File: config.mk
export PLATFORM = sky130hd
export DESIGN_NAME = change_dispenser
export DESIGN_NICKNAME = d
export VERILOG_FILES = /design/src/rtl/change_dispenser.sv
export SDC_FILE = /design/constraint.sdc
export NUM_CORES = 1
export LEC_CHECK = 0
export CELL_PAD_IN_SITES_DETAIL_PLACEMENT = 0
export CELL_PAD_IN_SITES_GLOBAL_PLACEMENT = 1
export CORE_MARGIN = 4
export CORE_UTILIZATION = 35
export CTS_BUF_LIST = sky130_fd_sc_hd__clkbuf_8
export DETAILED_ROUTE_END_ITERATION = 6
export HOLD_SLACK_MARGIN = 0.03
export PLACE_DENSITY = 0.63
export SKIP_CTS_REPAIR_TIMING = 1
export SYNTH_ARGS = -nofsm -noshare
export SYNTH_HDL_FRONTEND = slang
export SYNTH_SLANG_ARGS = --single-unit
File: constraint.sdc
create_clock -name clk -period 4.26 [get_ports clk]
set_clock_uncertainty 0.1 [all_clocks]
set_input_delay 1.065 -clock clk [delete_from_list [all_inputs] [get_ports clk]]
set_output_delay 1.065 -clock clk [all_outputs]
set_load 0.01 [all_outputs]
File: src/rtl/change_dispenser.sv
// change_dispenser: greedy coin payout unit (50/20/10/5 sen) with a per-tube
// coin inventory that is reloaded in maintenance mode.
// Optional feature macro: CHANGE_DISPENSER_AUDIT_EN adds the saturating
// total_paid accumulator and its output port.
module change_dispenser #(
    parameter int PULSE_CYCLES = 4,
    parameter int GAP_CYCLES   = 2
) (
    input  logic        clk,
    input  logic        rst,
    input  logic        refund,
    input  logic [9:0]  change,
    input  logic        maintenance,
    input  logic        load,
    input  logic [1:0]  load_sel,
    input  logic [7:0]  load_count,
    output logic [3:0]  coin_eject,
    output logic        busy,
    output logic        done,
    output logic        short,
    output logic [9:0]  remaining,
    output logic [3:0]  empty,
    output logic [2:0]  state
`ifdef CHANGE_DISPENSER_AUDIT_EN
    ,
    output logic [15:0] total_paid
`endif
);

    typedef enum logic [2:0] {
        S_IDLE   = 3'd0,
        S_SELECT = 3'd1,
        S_EJECT  = 3'd2,
        S_GAP    = 3'd3,
        S_DONE   = 3'd4
    } state_t;

    state_t      r_state;
    state_t      w_state_next;
    logic [9:0]  r_amount;
    logic [1:0]  r_coin_sel;
    logic [15:0] r_tick;
    logic [7:0]  r_count [4];
    logic [7:0]  w_count_next [4];
    logic [3:0]  w_empty_next;

    logic        w_accept;
    logic        w_load_en;
    logic        w_pulse_last;
    logic        w_gap_last;
    logic        w_coin_out;
    logic        w_found;
    logic [1:0]  w_pick;
    logic [1:0]  w_eject_sel;
    logic [3:0]  w_eject_next;
    logic        w_busy_next;
    logic        w_done_next;

    // Tube index to coin value in sen (bit order matches load_sel)
    function automatic logic [9:0] coin_value(input logic [1:0] sel);
        case (sel)
            2'd3:    return 10'd50;
            2'd2:    return 10'd20;
            2'd1:    return 10'd10;
            default: return 10'd5;
        endcase
    endfunction

    assign w_accept     = (r_state == S_IDLE) && refund && !maintenance;
    assign w_load_en    = (r_state == S_IDLE) && maintenance && load;
    assign w_pulse_last = (r_tick == 16'(PULSE_CYCLES - 1));
    assign w_gap_last   = (r_tick == 16'(GAP_CYCLES - 1));
    // Last cycle of an eject pulse: the coin is counted as paid here
    assign w_coin_out   = (r_state == S_EJECT) && w_pulse_last;

    // Largest affordable denomination that still has coins; later (larger) tubes win
    always_comb begin
        w_found = 1'b0;
        w_pick  = 2'd0;
        for (int i = 0; i < 4; i++) begin
            if (r_count[i] != 8'd0 && coin_value(2'(i)) <= r_amount) begin
                w_found = 1'b1;
                w_pick  = 2'(i);
            end
        end
    end

    // FSM state register
    always_ff @(posedge clk or negedge rst) begin
        if (!rst) r_state <= S_IDLE;
        else      r_state <= w_state_next;
    end

    // FSM next-state logic
    always_comb begin
        w_state_next = r_state;
        case (r_state)
            S_IDLE:   if (w_accept) w_state_next = S_SELECT;
            S_SELECT: w_state_next = (r_amount == 10'd0 || !w_found) ? S_DONE : S_EJECT;
            S_EJECT:  if (w_pulse_last) w_state_next = S_GAP;
            S_GAP:    if (w_gap_last) w_state_next = S_SELECT;
            S_DONE:   w_state_next = S_IDLE;
            default:  w_state_next = S_IDLE;
        endcase
    end

    // FSM output logic: next values of the registered outputs
    always_comb begin
        w_eject_sel  = (r_state == S_SELECT) ? w_pick : r_coin_sel;
        w_eject_next = (w_state_next == S_EJECT) ? (4'b0001 << w_eject_sel) : 4'b0000;
        w_busy_next  = (w_state_next != S_IDLE);
        w_done_next  = (w_state_next == S_DONE);
    end

    // Registered outputs; remaining/short are captured on entry to DONE and held
    always_ff @(posedge clk or negedge rst) begin
        if (!rst) begin
            coin_eject <= 4'b0000;
            busy       <= 1'b0;
            done       <= 1'b0;
            short      <= 1'b0;
            remaining  <= 10'd0;
        end else begin
            coin_eject <= w_eject_next;
            busy       <= w_busy_next;
            done       <= w_done_next;
            if (w_done_next) begin
                remaining <= r_amount;
                short     <= (r_amount != 10'd0);
            end
        end
    end

    // Cycle counter for eject pulse and inter-coin gap; restarts on every state change
    always_ff @(posedge clk or negedge rst) begin
        if (!rst)                                               r_tick <= 16'd0;
        else if (w_state_next != r_state)                       r_tick <= 16'd0;
        else if (r_state == S_EJECT || r_state == S_GAP)        r_tick <= r_tick + 16'd1;
    end

    // Amount register and latched coin selection
    always_ff @(posedge clk or negedge rst) begin
        if (!rst) begin
            r_amount   <= 10'd0;
            r_coin_sel <= 2'd0;
        end else begin
            if (w_accept)        r_amount <= change;
            else if (w_coin_out) r_amount <= r_amount - coin_value(r_coin_sel);
            if (r_state == S_SELECT) r_coin_sel <= w_pick;
        end
    end

    // Per-tube next count (load in maintenance, decrement on paid coin) and empty flag
    generate
        for (genvar gi = 0; gi < 4; gi++) begin : g_tube
            assign w_count_next[gi] =
                (w_load_en && load_sel == 2'(gi))       ? load_count :
                (w_coin_out && r_coin_sel == 2'(gi))    ? r_count[gi] - 8'd1 :
                                                          r_count[gi];
            assign w_empty_next[gi] = (r_count[gi] == 8'd0);
        end
    endgenerate

    // Inventory counters and registered empty flags
    always_ff @(posedge clk or negedge rst) begin
        if (!rst) begin
            for (int i = 0; i < 4; i++) r_count[i] <= 8'd0;
            empty <= 4'b1111;
        end else begin
            for (int i = 0; i < 4; i++) r_count[i] <= w_count_next[i];
            empty <= w_empty_next;
        end
    end

    assign state = r_state;

`ifdef CHANGE_DISPENSER_AUDIT_EN
    logic [15:0] r_total_paid;
    logic [16:0] w_total_sum;

    assign w_total_sum = {1'b0, r_total_paid} + {7'd0, coin_value(r_coin_sel)};

    // Saturating audit total; cleared by loading tube 0 with zero in maintenance
    always_ff @(posedge clk or negedge rst) begin
        if (!rst)
            r_total_paid <= 16'd0;
        else if (w_load_en && load_sel == 2'd0 && load_count == 8'd0)
            r_total_paid <= 16'd0;
        else if (w_coin_out)
            r_total_paid <= w_total_sum[16] ? 16'hFFFF : w_total_sum[15:0];
    end

    assign total_paid = r_total_paid;
`endif

endmodule

; ---- Word-level counts from Yosys, hierarchy flattened
; Index checks and enable logic that the tools add are counted.
; W data, S select, Z words.
[word_totals]
register_bits = 84
[op_classes]
addsub = 6
n_lt_le_gt_ge = 4
n_eq_ne = 14
shifts = 1
n_mux = 29
reduce_logical = 41
[op_table]
columns = operator, count
row1 = $mux W8, 8
row2 = $mux W10, 4
row3 = $logic_not A8 Y1, 4
row4 = $mux W16, 2
row5 = $reduce_bool A8 Y1, 4
row6 = $sub A8 B1 Y8 const B, 4
row7 = $pmux W6 S3, 1
row8 = $logic_and A1 B1 Y1, 17
row9 = $add A16 B1 Y16 const B, 1
row10 = $eq A16 B1 Y1 const B, 1
row11 = $eq A16 B2 Y1 const B, 1
row12 = $mux W3, 4
row13 = $pmux W3 S4, 1
row14 = $reduce_bool A2 Y1, 6
row15 = $le A3 B10 Y1 const A, 1
row16 = $le A4 B10 Y1 const A, 1
row17 = $le A5 B10 Y1 const A, 1
row18 = $le A6 B10 Y1 const A, 1
row19 = $logic_not A10 Y1, 1
row20 = $reduce_bool A10 Y1, 1
row21 = $sub A10 B10 Y10, 1
row22 = $eq A3 B2 Y1 const B, 3
row23 = $eq A2 B2 Y1 const B, 4
row24 = $mux W2, 3
row25 = other kinds (12), 20

; ---- Depth between registers and ports, before layout
[depth]
ltp_word = 12
mapped_depth = 10
depth_no_buf = 9

; ---- Worst setup path after synthesis
; No wires, ideal clock.
[synth_timing]
kind = register to register
startpoint = register r_count[2] (netlist bit)
endpoint = register remaining[5]
arrival_ns = 2.450
required_ns = 4.035
path_slack_ns = 1.585
path_stages_with_launch = 8
n_path_buf = 2
synth_period_minus_slack_ns = 2.675
cell_sequence = dfrtp_1 or4_4 nor4b_4 o21ai_2 or4_4 buf_6 buf_6 mux2_4
[synth_via]
elab_chain_cells = 8
[synth_lines]
columns = element, line
row1 = from (decl), 43  ; logic [7:0] r_count [4];
row2 = $reduce_bool A8 Y1, 81  ; if (r_count[i] != 8'd0 && coin_value(2'(i)) <= r_amount) begin
row3 = $logic_and A1 B1 Y1, 81
row4 = $mux W1, 81
row5 = $logic_not A1 Y1, 99  ; S_SELECT: w_state_next = (r_amount == 10'd0 || !w_found) ? S_DONE : S_EJECT;
row6 = $logic_or A1 B1 Y1, 99
row7 = $mux W3, 99
row8 = $pmux W3 S4, 97  ; case (r_state)
row9 = $eq A3 B3 Y1, 112  ; w_done_next = (w_state_next == S_DONE);
row10 = to (signal assigned), 128  ; remaining <= r_amount;
row11 = to (decl), 21  ; output logic [9:0] remaining,
; No other way between the ends.
; A chain may end at the register's enable or synchronous reset.

; ---- Worst setup path in the final report
[layout_timing]
startpoint = register r_count[24] (netlist bit)
endpoint = register remaining[2]
[layout_via]
elab_chain_cells = 11
[layout_lines]
columns = element, line
row1 = $reduce_bool A8 Y1, 81
row2 = $logic_and A1 B1 Y1, 81
row3 = $mux W1 (4 in a row), 81
row4 = $logic_not A1 Y1, 99
row5 = $logic_or A1 B1 Y1, 99
row6 = $mux W3, 99
row7 = $pmux W3 S4, 97
row8 = $eq A3 B3 Y1, 112
; No other way between the ends.

==> impl_metrics.yaml <==
sta:
  timing.final.crit_share_pct: 73.1
  relSlewSlack_pct: 23.9
  postLayoutSetupSlackWorst_ns: 1.15
  final-hold-violation-count: 0
  rsz0062_at_grt: "no"
  report.final.setup_viol: 0
  slew_at_the_pin_closest_to_its_max_slew_limit_ns: 1.14
  fmax_mhz: 321
  hold_ws_ns: 0.376
  timing.final.crit_period_ns: 3.11
  tns_ns: 0
  maxSlewViolCount: 0
setup_path:
  cp_data_arrival_time_ns: 3.28
  crit_path_end_kind: "register"
  critPathLaunchType: "register"
  path_max_fanout: 15
  reg2reg_setup_slack_ns: 1.15
  cpMaxStageDelayCell: "sky130_fd_sc_hd__nor4_1"
  crit_path_max_incr_delay_ns: 0.63
  r2r_end: "remaining[2]$_DFFE_PN0P_"
  worst_ep_required_time_ns: 4.42
  path_class: "register to register"
  crit_path_cell_trace: "inv_1 -> ha_1 -> or4b_1 -> nor4_1 -> a21oi_1 -> or4_4 -> mux2_1"
  r2r.worst_path.cells: 7
  timing.rr.start: "r_count[24]$_DFFE_PN0P_"
synth:
  yosys_warnings: 0
  synthDistinctLibCells: 59
  synth-async-reset-ratio_pct: 100
  mappedNetlistNets: 524
  synthXorXnorAreaFrac_pct: 5.17
  synth.yosys.seq_area_share_pct: 46.1
  largest_family_of_logic_cells_by_synthesized_area: "simple AND/OR/NAND/NOR gates"
  synthCells: 484
  synth_area_um2: 4570
  syn_avg_cell_area_um2: 9.44
  synth_fa_ha_area_share_pct: 4.27
  synth-simple-area-share_pct: 24.1
  synth.area.mux_share_pct: 2.76
  number_of_enable_type_register_cells_in_the_synthesized_netlist: 0
  postSynth.topFlopCell: "sky130_fd_sc_hd__dfrtp_1"
  area_fraction_in_compound_gates_after_synthesis_pct: 14.5
  yosys_register_bits: 84
clock_tree:
  cts_tree: "done"
  bufs_on_longest_clock_path: 2
  cts.htree.levels: 3
  cts_inserted_buffers: 9
  clk-insertion-delay-late_ns: 0.38
  cts_num_sinks: 84
  cts.reportedPaths.clkPinSlew_ns: 0.08
  root_buffer: "sky130_fd_sc_hd__clkbuf_8"
placed_design:
  postPlaceCellArea_um2: 5260
  placement.setup.worst_slack_ns: 1.06
  io_buffers: 48
  post-dp-hpwl_mm: 8.81
  place_congestion: 0.839
route:
  wirelength_mm: 11.8
  detail_route.wirelength.met1_mm: 5.78
  maxUsedRoutingLayer: "met4"
  wl_met3_um: 467
  remaining_drc_errors: 0
  routed_via_density: 5.18
  num_vias: 3707
  detailroute.wirelength.met2_mm: 5.33
  drtIter0Drc: 219
  wire_per_inst_um: 16.5
  ant_nets: 0
  drt-pass1-iter-count: 7
final_layout:
  design_area_um2: 5500
  fin_nets: 578
  syn2layout_area_growth_pct: 20.2
  util_after_layout_pct: 43.2
  fillers: 1300
  most_frequent_cells_in_the_layout: "sky130_fd_sc_hd__dfrtp_1 (80), sky130_fd_sc_hd__nand2_1 (55), sky130_fd_sc_hd__nor2_1 (49)"
  layout-drive-gt1-share_pct: 8.66
  layout.cells.most_common: "sky130_fd_sc_hd__dfrtp_1"
  n_antenna_cell: 0
global_route:
  overflow: 0
  grt.total_usage_pct: 16.7
  grt_pass1_vias: 3649
  grt_pass1_wl_mm: 19.4
  number_of_antenna_violations_at_the_first_check_in_global_routing: 0
  largest_net_degree_at_the_start_of_global_routing: 38
power:
  p_int_mw: 1.20
  power-per-cell-area_nw_per_um2: 279
  power.clock.fraction_pct: 44.9
  p_sw_uw: 329
  power.share.combinational_pct: 3.1
  switching_share_pct: 21.4
  p_leak_nw: 2.16
  vdd.ir_drop.worst_mv: 0.162
  power.sequential.fraction_pct: 52.0
hold_path:
  worstHoldPathType: "register to register"
  min_delay_worst_endpoint: "empty[1]$_DFF_PN1_"
  hold_path_origin: "r_count[23]$_DFFE_PN0P_"
  timing.hold.worst_path_depth: 1
floorplanning:
  die_width_um: 122
  die_h_um: 122
  starting_density_pct: 35.9
  floorplan.die_area_um2: 15000
  count_of_standard_cell_rows: 41
  core_region_area_um2: 12700
  ios: 49
flow_run:
  max-cap-violations: 0
status:
  status: "finished, final reports clean"
-- metrics by stage --
stage | power [mW] | std cells
global route | 1.59 | 715
global placement | 0.863 | 699
CTS | 1.56 | 715
finish | 1.53 | 715
floorplan | 0.814 | 484
detailed placement | 0.862 | 699
-- routing by layer --
metal | vias up | global-route usage [%]
li1 | 1855 | -
met1 | 1770 | 23.3
met2 | 69 | 26.0
met3 | 13 | 2.53
met4 | 0 | 6.93
met5 | - | 0
-- power by group through the flow --
stage                     clock, mW  sequential [mW]  combinational, mW
after floorplan                   0            0.813            0.00148
after global placement            0            0.812             0.0502
after detailed placement          0            0.812             0.0499
after CTS                     0.716            0.797             0.0502
after global routing          0.743            0.797             0.0532
final                         0.689            0.797             0.0477
-- flip-flops by register name, indices dropped and copies added (netlist names) --
name / count
remaining: 10
r_coin_sel: 2
coin_eject: 4
r_tick: 16
r_amount: 10
state: 3
r_count: 32
done: 1
empty: 4
short: 1
busy: 1
-- cell families after synthesis --
kind of cell / Yosys count
XOR/XNOR: 27
AO/OA/AOI/OAI: 101
multiplexers: 10
flip-flops: 84
buffers and inverters: 34
AND/OR/NAND/NOR: 213
adder cells (fa/ha/maj): 15
-- cell usage after synthesis, types with 4 or more instances --
library cell                n  area share [%]
sky130_fd_sc_hd__a21oi_1   22             2.4
sky130_fd_sc_hd__a31oi_1    6            0.82
sky130_fd_sc_hd__and3_1     8             1.1
sky130_fd_sc_hd__clkbuf_1  10            0.82
sky130_fd_sc_hd__dfrtp_1   80              44
sky130_fd_sc_hd__dfstp_2    4             2.3
sky130_fd_sc_hd__ha_1      14             3.8
sky130_fd_sc_hd__inv_1     20             1.6
sky130_fd_sc_hd__mux2_1     4            0.99
sky130_fd_sc_hd__mux2_4     4             1.3
sky130_fd_sc_hd__nand2_1   55             4.5
sky130_fd_sc_hd__nand2b_1   4            0.55
sky130_fd_sc_hd__nand3_1   16             1.8
sky130_fd_sc_hd__nand4_1   12             1.6
sky130_fd_sc_hd__nor2_1    49             4.0
sky130_fd_sc_hd__nor2b_1    6            0.82
sky130_fd_sc_hd__nor3_1    17             1.9
sky130_fd_sc_hd__nor4_1    10             1.4
sky130_fd_sc_hd__o211ai_1   8             1.3
sky130_fd_sc_hd__o21a_1     5            0.82
sky130_fd_sc_hd__o21ai_0   14             1.5
sky130_fd_sc_hd__o21ai_1   15             1.6
sky130_fd_sc_hd__o311ai_1   5            0.96
sky130_fd_sc_hd__or3_1     10             1.4
sky130_fd_sc_hd__or4_1      5            0.82
sky130_fd_sc_hd__xnor2_1   11             2.1
sky130_fd_sc_hd__xor2_1    16             3.1
-- critical path, delay by kind of cell, from the launching register on --
family | cells | cell delay (ns)
buf+inv | 1 | 0.07
fa+ha+maj | 1 | 0.19
simple gates | 3 | 1.73
flops | 1 | 0.41
compound gates | 1 | 0.14
mux | 1 | 0.36
-- area by class of cell --
type / instances / area (µm²) / share of cell area, %
Clock buffer: 9 / 124 / 2.25
Timing Repair Buffer: 55 / 531 / 9.65
Inverter: 22 / 82.6 / 1.50
Multi-Input combinational cell: 366 / 2320 / 42.2
Clock inverter: 7 / 115 / 2.09
Sequential cell: 84 / 2110 / 38.3
Tap cell: 172 / 215 / 3.92
-- worst max-delay path by stage --
stage                          endpoint  cells past startpoint                     from  slack (ns)
6_report       remaining[2]$_DFFE_PN0P_                      7  r_count[24]$_DFFE_PN0P_        1.15
5_1_grt          r_tick[10]$_DFFE_PN0P_                      5    r_tick[5]$_DFFE_PN0P_        0.95
4_1_cts        remaining[2]$_DFFE_PN0P_                      7  r_count[24]$_DFFE_PN0P_        1.19
3_5_place_dp    r_count[27]$_DFFE_PN0P_                      6              maintenance        1.06
3_3_place_gp    r_count[27]$_DFFE_PN0P_                      6              maintenance        1.12
2_1_floorplan  remaining[5]$_DFFE_PN0P_                      7   r_count[2]$_DFFE_PN0P_        1.58
Power figures use the tool's default switching activity.
